$ cat config.mk
export PLATFORM = sky130hd
export DESIGN_NAME = rx_frame_ctrl
export DESIGN_NICKNAME = d
export VERILOG_FILES = /design/src/rtl/rx_frame_ctrl.sv
export SDC_FILE = /design/constraint.sdc
export NUM_CORES = 1
export LEC_CHECK = 0
export CELL_PAD_IN_SITES_DETAIL_PLACEMENT = 1
export CELL_PAD_IN_SITES_GLOBAL_PLACEMENT = 1
export CORE_UTILIZATION = 45
export CTS_CLUSTER_DIAMETER = 80
export DETAILED_ROUTE_END_ITERATION = 6
export DONT_BUFFER_PORTS = 1
export PLACE_DENSITY_LB_ADDON = 0.1
export REMOVE_ABC_BUFFERS = 1
export SLEW_MARGIN = 10
export SYNTH_ARGS = -nofsm -noshare
export SYNTH_HDL_FRONTEND = slang
export SYNTH_SLANG_ARGS = --single-unit
$ cat constraint.sdc
create_clock -name clk -period 6.6 [get_ports clk]
set_input_delay 0 -clock clk [delete_from_list [all_inputs] [get_ports clk]]
set_output_delay 0 -clock clk [all_outputs]
set_load 0.01 [all_outputs]
$ cat src/rtl/rx_frame_ctrl.sv
// rtl/rx_frame_ctrl.sv - receive frame controller: packet-buffer writer, descriptor and space accounting
//
// Writes incoming frame bytes into a circular packet buffer, commits good frames
// as a single-entry descriptor, and rewinds the write pointer on dropped frames.
//
// Ports:
//   clk, reset          clock and asynchronous active-low reset
//   begin_packet        start-of-frame flag from the RX parser
//   end_packet          end-of-frame flag from the RX parser
//   packet_data         frame byte, qualified by data_ready
//   data_ready          packet_data valid this cycle
//   buf_wr_en/addr/data packet-buffer write port (combinational from wp)
//   desc_valid/addr/len committed-frame descriptor, held until desc_ready
//   desc_ready          consumer takes the descriptor
//   free_valid/free_len consumer returns buffer space
//   frames_ok/drop      saturating frame counters
module rx_frame_ctrl #(
  parameter int ADDR_W  = 11,
  parameter int MIN_LEN = 64,
  parameter int MAX_LEN = 1518
) (
  input  logic              clk,
  input  logic              reset,
  input  logic              begin_packet,
  input  logic              end_packet,
  input  logic [7:0]        packet_data,
  input  logic              data_ready,
  output logic              buf_wr_en,
  output logic [ADDR_W-1:0] buf_wr_addr,
  output logic [7:0]        buf_wr_data,
  output logic              desc_valid,
  output logic [ADDR_W-1:0] desc_addr,
  output logic [ADDR_W-1:0] desc_len,
  input  logic              desc_ready,
  input  logic              free_valid,
  input  logic [ADDR_W-1:0] free_len,
  output logic [15:0]       frames_ok,
  output logic [15:0]       frames_drop
);

  // Two extra bits so used + len can be formed without overflow.
  localparam int CW = ADDR_W + 2;
  localparam logic [CW-1:0]     DEPTH = {2'b01, {ADDR_W{1'b0}}};
  localparam logic [CW-1:0]     MIN_C = CW'(MIN_LEN);
  localparam logic [CW-1:0]     MAX_C = CW'(MAX_LEN);
  localparam logic [CW-1:0]     L_ONE = {{(CW-1){1'b0}}, 1'b1};
  localparam logic [ADDR_W-1:0] A_ONE = {{(ADDR_W-1){1'b0}}, 1'b1};

  typedef enum logic [2:0] {
    IDLE, RECV, COMMIT, DROP, WAIT_DESC, DISCARD
  } state_t;

  state_t            state, state_n;
  logic [ADDR_W-1:0] wp, wp_n;
  logic [ADDR_W-1:0] start, start_n;
  logic [CW-1:0]     len, len_n;
  logic [CW-1:0]     used, used_n;
  logic              pend_begin, pend_begin_n;
  logic              pend_end, pend_end_n;

  logic              wr_en;
  logic              do_commit;
  logic              do_drop;
  logic              blocked;
  logic              aborted_end;
  logic [CW-1:0]     cur_len;
  logic [CW-1:0]     len_fin;
  logic [CW-1:0]     used_add;
  logic [CW-1:0]     free_ext;

  always_ff @(posedge clk or negedge reset) begin
    if (!reset) begin
      state <= IDLE;
    end else begin
      state <= state_n;
    end
  end

  always_comb begin
    state_n      = state;
    wp_n         = wp;
    start_n      = start;
    len_n        = len;
    pend_begin_n = pend_begin;
    pend_end_n   = pend_end;
    wr_en        = 1'b0;
    do_commit    = 1'b0;
    do_drop      = 1'b0;
    blocked      = 1'b0;
    // IDLE handles the begin_packet cycle exactly like a RECV cycle with len 0,
    // so a byte (and even end_packet) arriving with begin_packet is processed.
    cur_len      = (state == IDLE) ? '0 : len;
    len_fin      = cur_len;
    // A frame that began while the descriptor slot was busy: has it already ended?
    aborted_end  = pend_end | (end_packet & (pend_begin | begin_packet));

    case (state)
      IDLE, RECV: begin
        if (state == RECV && begin_packet) begin
          state_n = DROP;
        end else if (state == RECV || begin_packet) begin
          if (state == IDLE) start_n = wp;
          if (data_ready) begin
            // Giant (next byte would exceed MAX_LEN) or no free space left.
            if (cur_len == MAX_C || (used + cur_len) >= DEPTH) begin
              blocked = 1'b1;
            end else begin
              wr_en   = 1'b1;
              wp_n    = wp + A_ONE;
              len_fin = cur_len + L_ONE;
            end
          end
          len_n = len_fin;
          if (blocked) begin
            state_n = end_packet ? DROP : DISCARD;
          end else if (end_packet) begin
            state_n = (len_fin >= MIN_C && len_fin <= MAX_C) ? COMMIT : DROP;
          end else begin
            state_n = RECV;
          end
        end
      end
      COMMIT, WAIT_DESC: begin
        if (begin_packet) pend_begin_n = 1'b1;
        if (end_packet && (pend_begin || begin_packet)) pend_end_n = 1'b1;
        if (!desc_valid) begin
          do_commit    = 1'b1;
          // Keep the committed bytes: a following DROP rewinds only to here.
          start_n      = wp;
          pend_begin_n = 1'b0;
          pend_end_n   = 1'b0;
          if (pend_begin || begin_packet) begin
            state_n = aborted_end ? DROP : DISCARD;
          end else begin
            state_n = IDLE;
          end
        end else begin
          state_n = WAIT_DESC;
        end
      end
      DISCARD: begin
        if (end_packet) state_n = DROP;
      end
      DROP: begin
        wp_n    = start;
        do_drop = 1'b1;
        state_n = IDLE;
      end
      default: begin
        state_n = IDLE;
      end
    endcase
  end

  // Commit and release may land on the same edge; both apply, floor at zero.
  always_comb begin
    used_add = used + (do_commit ? len : '0);
    free_ext = {2'b00, free_len};
    used_n   = used_add;
    if (free_valid) begin
      used_n = (free_ext > used_add) ? '0 : (used_add - free_ext);
    end
  end

  always_ff @(posedge clk or negedge reset) begin
    if (!reset) begin
      wp          <= '0;
      start       <= '0;
      len         <= '0;
      used        <= '0;
      pend_begin  <= 1'b0;
      pend_end    <= 1'b0;
      desc_valid  <= 1'b0;
      desc_addr   <= '0;
      desc_len    <= '0;
      frames_ok   <= '0;
      frames_drop <= '0;
    end else begin
      wp         <= wp_n;
      start      <= start_n;
      len        <= len_n;
      used       <= used_n;
      pend_begin <= pend_begin_n;
      pend_end   <= pend_end_n;
      if (do_commit) begin
        desc_valid <= 1'b1;
        desc_addr  <= start;
        desc_len   <= len[ADDR_W-1:0];
      end else if (desc_valid && desc_ready) begin
        desc_valid <= 1'b0;
      end
      if (do_commit && frames_ok != 16'hFFFF) frames_ok <= frames_ok + 16'd1;
      if (do_drop && frames_drop != 16'hFFFF) frames_drop <= frames_drop + 16'd1;
    end
  end

  // Gated by reset so the strobe drops the instant reset asserts.
  assign buf_wr_en   = wr_en & reset;
  assign buf_wr_addr = wp;
  assign buf_wr_data = packet_data;

endmodule

==> flow_summary.yaml <==
power:
  p_per_area_nw_per_um2: 410
  p_comb_share_pct: 41.4
  p_int_mw: 1.61
  leakage_nw: 3.41
  switchingPower_mw: 1.33
  clkPwrFrac_pct: 18.4
  seqPwrFrac_pct: 40.1
  sw_frac_of_total_pct: 45.2
  ir_worst_vdd_mv: 0.149
synthesis:
  synthTopCellsByArea: "dfrtp_1 (40%), ha_1 (6.7%), nand2_1 (5.4%)"
  synth_top_area_share_pct: 40.2
  syn-cell-area_um2: 6730
  avgSynthCellArea_um2: 8.96
  ys_ff_latch: 108
  ys_seq_area_share_pct: 40.2
  ys.flop_type: "dfrtp_1"
  synth_commonest_cells: "dfrtp_1 (108), nand2_1 (97), nor2_1 (65)"
  synth_edf_count: 0
  synth_most_common_cell: "dfrtp_1"
  synth_cell_type_count: 67
  netlist_instances: 751
  async_reset_ff_share_pct: 100
  yosysWarnings: 0
  synth_top_area_cell: "dfrtp_1"
flow_run:
  cap_violations: 0
place:
  routabilityCongestion: 0.848
  hpwl_mm: 12.7
  io_buffers: 0
timing:
  maxSlewHeadroom_pct: 43.9
  worst_hold_slack_ns: 0.0000802
  slew_viol_final: 0
  rsz0062_at_grt: "no"
  clock.fmax_mhz: 164
  finalCritPeriodShare_pct: 92.6
  finalHoldViolations: 0
  setup_viol_count_final: 0
  layout_min_cycle_time_ns: 6.11
  finalClockSkew_ns: 0.0114
  setup_tns_ns: 0
  worstMarginPinSlew_ns: 0.841
critical_path:
  arrival_ns: 6.35
  path_class: "flip-flop to flip-flop"
  critPathMaxFanout: 17
  worstPathRequired_ns: 6.84
  endpoint_kind: "flip-flop"
  r2r_cells: 18
  crit_path_start_kind: "flip-flop"
floorplan:
  dieArea_um2: 15400
  dieWidth_um: 124
  fp.dieH_um: 124
  core_area_um2: 14500
  row_count: 44
  start_util_pct: 46.3
  ioPinCount: 101
cts:
  clockBufferDepth: 2
  clock_latency_ns: 0.36
  postCtsSetupBuffers: 0
  path_clk_slew_ns: 0.07
  root_buffer: "clkbuf_16"
  cts_num_sinks: 108
  htree_levels: 3
  cts_made_buffers: 9
  tritoncts: "yes"
route:
  drt-pass1-iter-count: 5
  drt_wl_total_mm: 17.7
  via_count: 5463
  avgViaCountPerCell: 5.91
  postRouteAntennaNets: 0
  routedWlPerCell_um: 19.1
  drt_iter0_drc: 240
  drc: 0
global_route:
  antenna_found_initial: 0
  grt_pass1_wl_mm: 30.0
  grt_max_degree: 109
  grt_overflow: 0
  grt_use_total_pct: 23.6
  grt_pass1_vias: 5949
cells_and_area:
  antenna_cells: 0
  drive_above_1_share_pct: 6.89
  nets: 799
  area_growth_pct: 6.57
outcome:
  status: "completed"
worst_hold_path:
  holdCritPathClass: "primary input to output pin"
  min_path_cells: 0
## per-layer routing
layer	wire, um	vias up	track usage [%]
met5	0	-	0
met4	277	0	6.87
met3	636	21	4.34
met2	8570	110	40.5
met1	8200	2737	30.3
li1	-	2595	-
## worst max-delay path, stage by stage, from the launching register on
cell	delay [ns]
dfrtp_1	0.74
nand2b_1	0.23
a21oi_1	0.73
buf_4	0.26
and3_1	0.20
ha_1	0.19
fa_1	0.48
ha_1	0.30
nor2b_1	0.12
o21ai_0	0.24
a21boi_0	0.16
o21ai_0	0.37
a211oi_1	0.16
o21a_1	0.23
o21a_1	0.18
nor3_1	0.27
and3_1	0.46
a211oi_1	0.09
dlygate4sd3_1	0.58
## power groups by stage
| stage | sequential (mW) | clock (mW) | combinational (mW) |
|---|---|---|---|
| CTS | 1.18 | 0.553 | 1.23 |
| global placement | 1.18 | 0 | 1.13 |
| finish | 1.18 | 0.543 | 1.22 |
| global route | 1.22 | 0.576 | 1.38 |
| detailed placement | 1.19 | 0 | 1.19 |
| floorplan | 1.10 | 0 | 0.910 |
## stage by stage
stage	cell area, um^2	power [mW]	instances	util, %	setup WS, ns
floorplan	6520	2.01	712	-	1.92
global placement	6780	2.31	900	46.6	1.45
detailed placement	6780	2.38	900	46.6	1.20
CTS	7170	2.96	924	49.3	0.498
global route	7170	3.17	924	49.3	0.0315
finish	7170	2.94	924	49.3	0.486
## cells by family (layout without fill, tap and decap cells)
family | Yosys count | count (layout) | share of synthesized area, %
AND/OR/NAND/NOR | 273 | 273 | 19.3
AO/OA/AOI/OAI | 179 | 179 | 17.3
flip-flops | 108 | 108 | 40.2
buffers and inverters | 75 | 64 | 5.11
XOR/XNOR | 54 | 54 | 7.03
adder cells (fa/ha/maj) | 39 | 39 | 7.44
multiplexers | 23 | 23 | 3.70
## registers in the layout (all words and copies together) (netlist names)
| register | cells |
|---|---|
| pend_end | 1 |
| pend_begin | 1 |
| start | 11 |
| desc_addr | 11 |
| frames_ok | 16 |
| frames_drop | 16 |
| desc_valid | 1 |
| desc_len | 11 |
| buf_wr_addr | 11 |
| state | 3 |
| used | 13 |
| len | 13 |
## path summary, 6_finish.rpt
path                       slack (ns)        endpoint      startpoint
max reg2reg                      0.49         used[1]        state[2]
max in group asynchronous        5.86     desc_len[3]           reset
max                              0.49         used[1]        state[2]
min in group asynchronous        0.36          len[1]           reset
min reg2reg                      0.50    desc_addr[7]        start[7]
min                           0.00008  buf_wr_data[0]  packet_data[0]
## cell usage in the layout, fill, tap and decap left out, types with 8 or more instances in the layout
cell type  synthesis  layout
o22ai_1            8       8
nand2_1           97      97
dfrtp_1          108     108
nand3_1           21      21
a31oi_1           10      10
nor2_1            65      65
mux2i_1            8       8
nand4_1           14      14
o21a_1             9       9
a21o_1            21      21
ha_1              36      36
inv_1             35      35
clkbuf_16          0       9
and3_1            15      15
xor2_1            17      17
xnor2_1           37      37
o21ai_0           33      33
mux2_2            15      15
a21oi_1           43      43
nor3_1            19      19
## final cells by class
| type | instances | area (um^2) |
|---|---|---|
| Clock inverter | 7 | 67.6 |
| Fill cell | 1710 | 7360 |
| Tap cell | 184 | 230 |
| Multi-Input combinational cell | 568 | 3680 |
| Sequential cell | 108 | 2700 |
| Inverter | 36 | 135 |
| Clock buffer | 9 | 225 |
| Timing Repair Buffer | 12 | 128 |
## timing repair
item	CTS	global route
gates resized for setup	0	0
endpoints found under the hold margin	123	0
hold buffers	8	0
(Power assumes the default switching activity.)
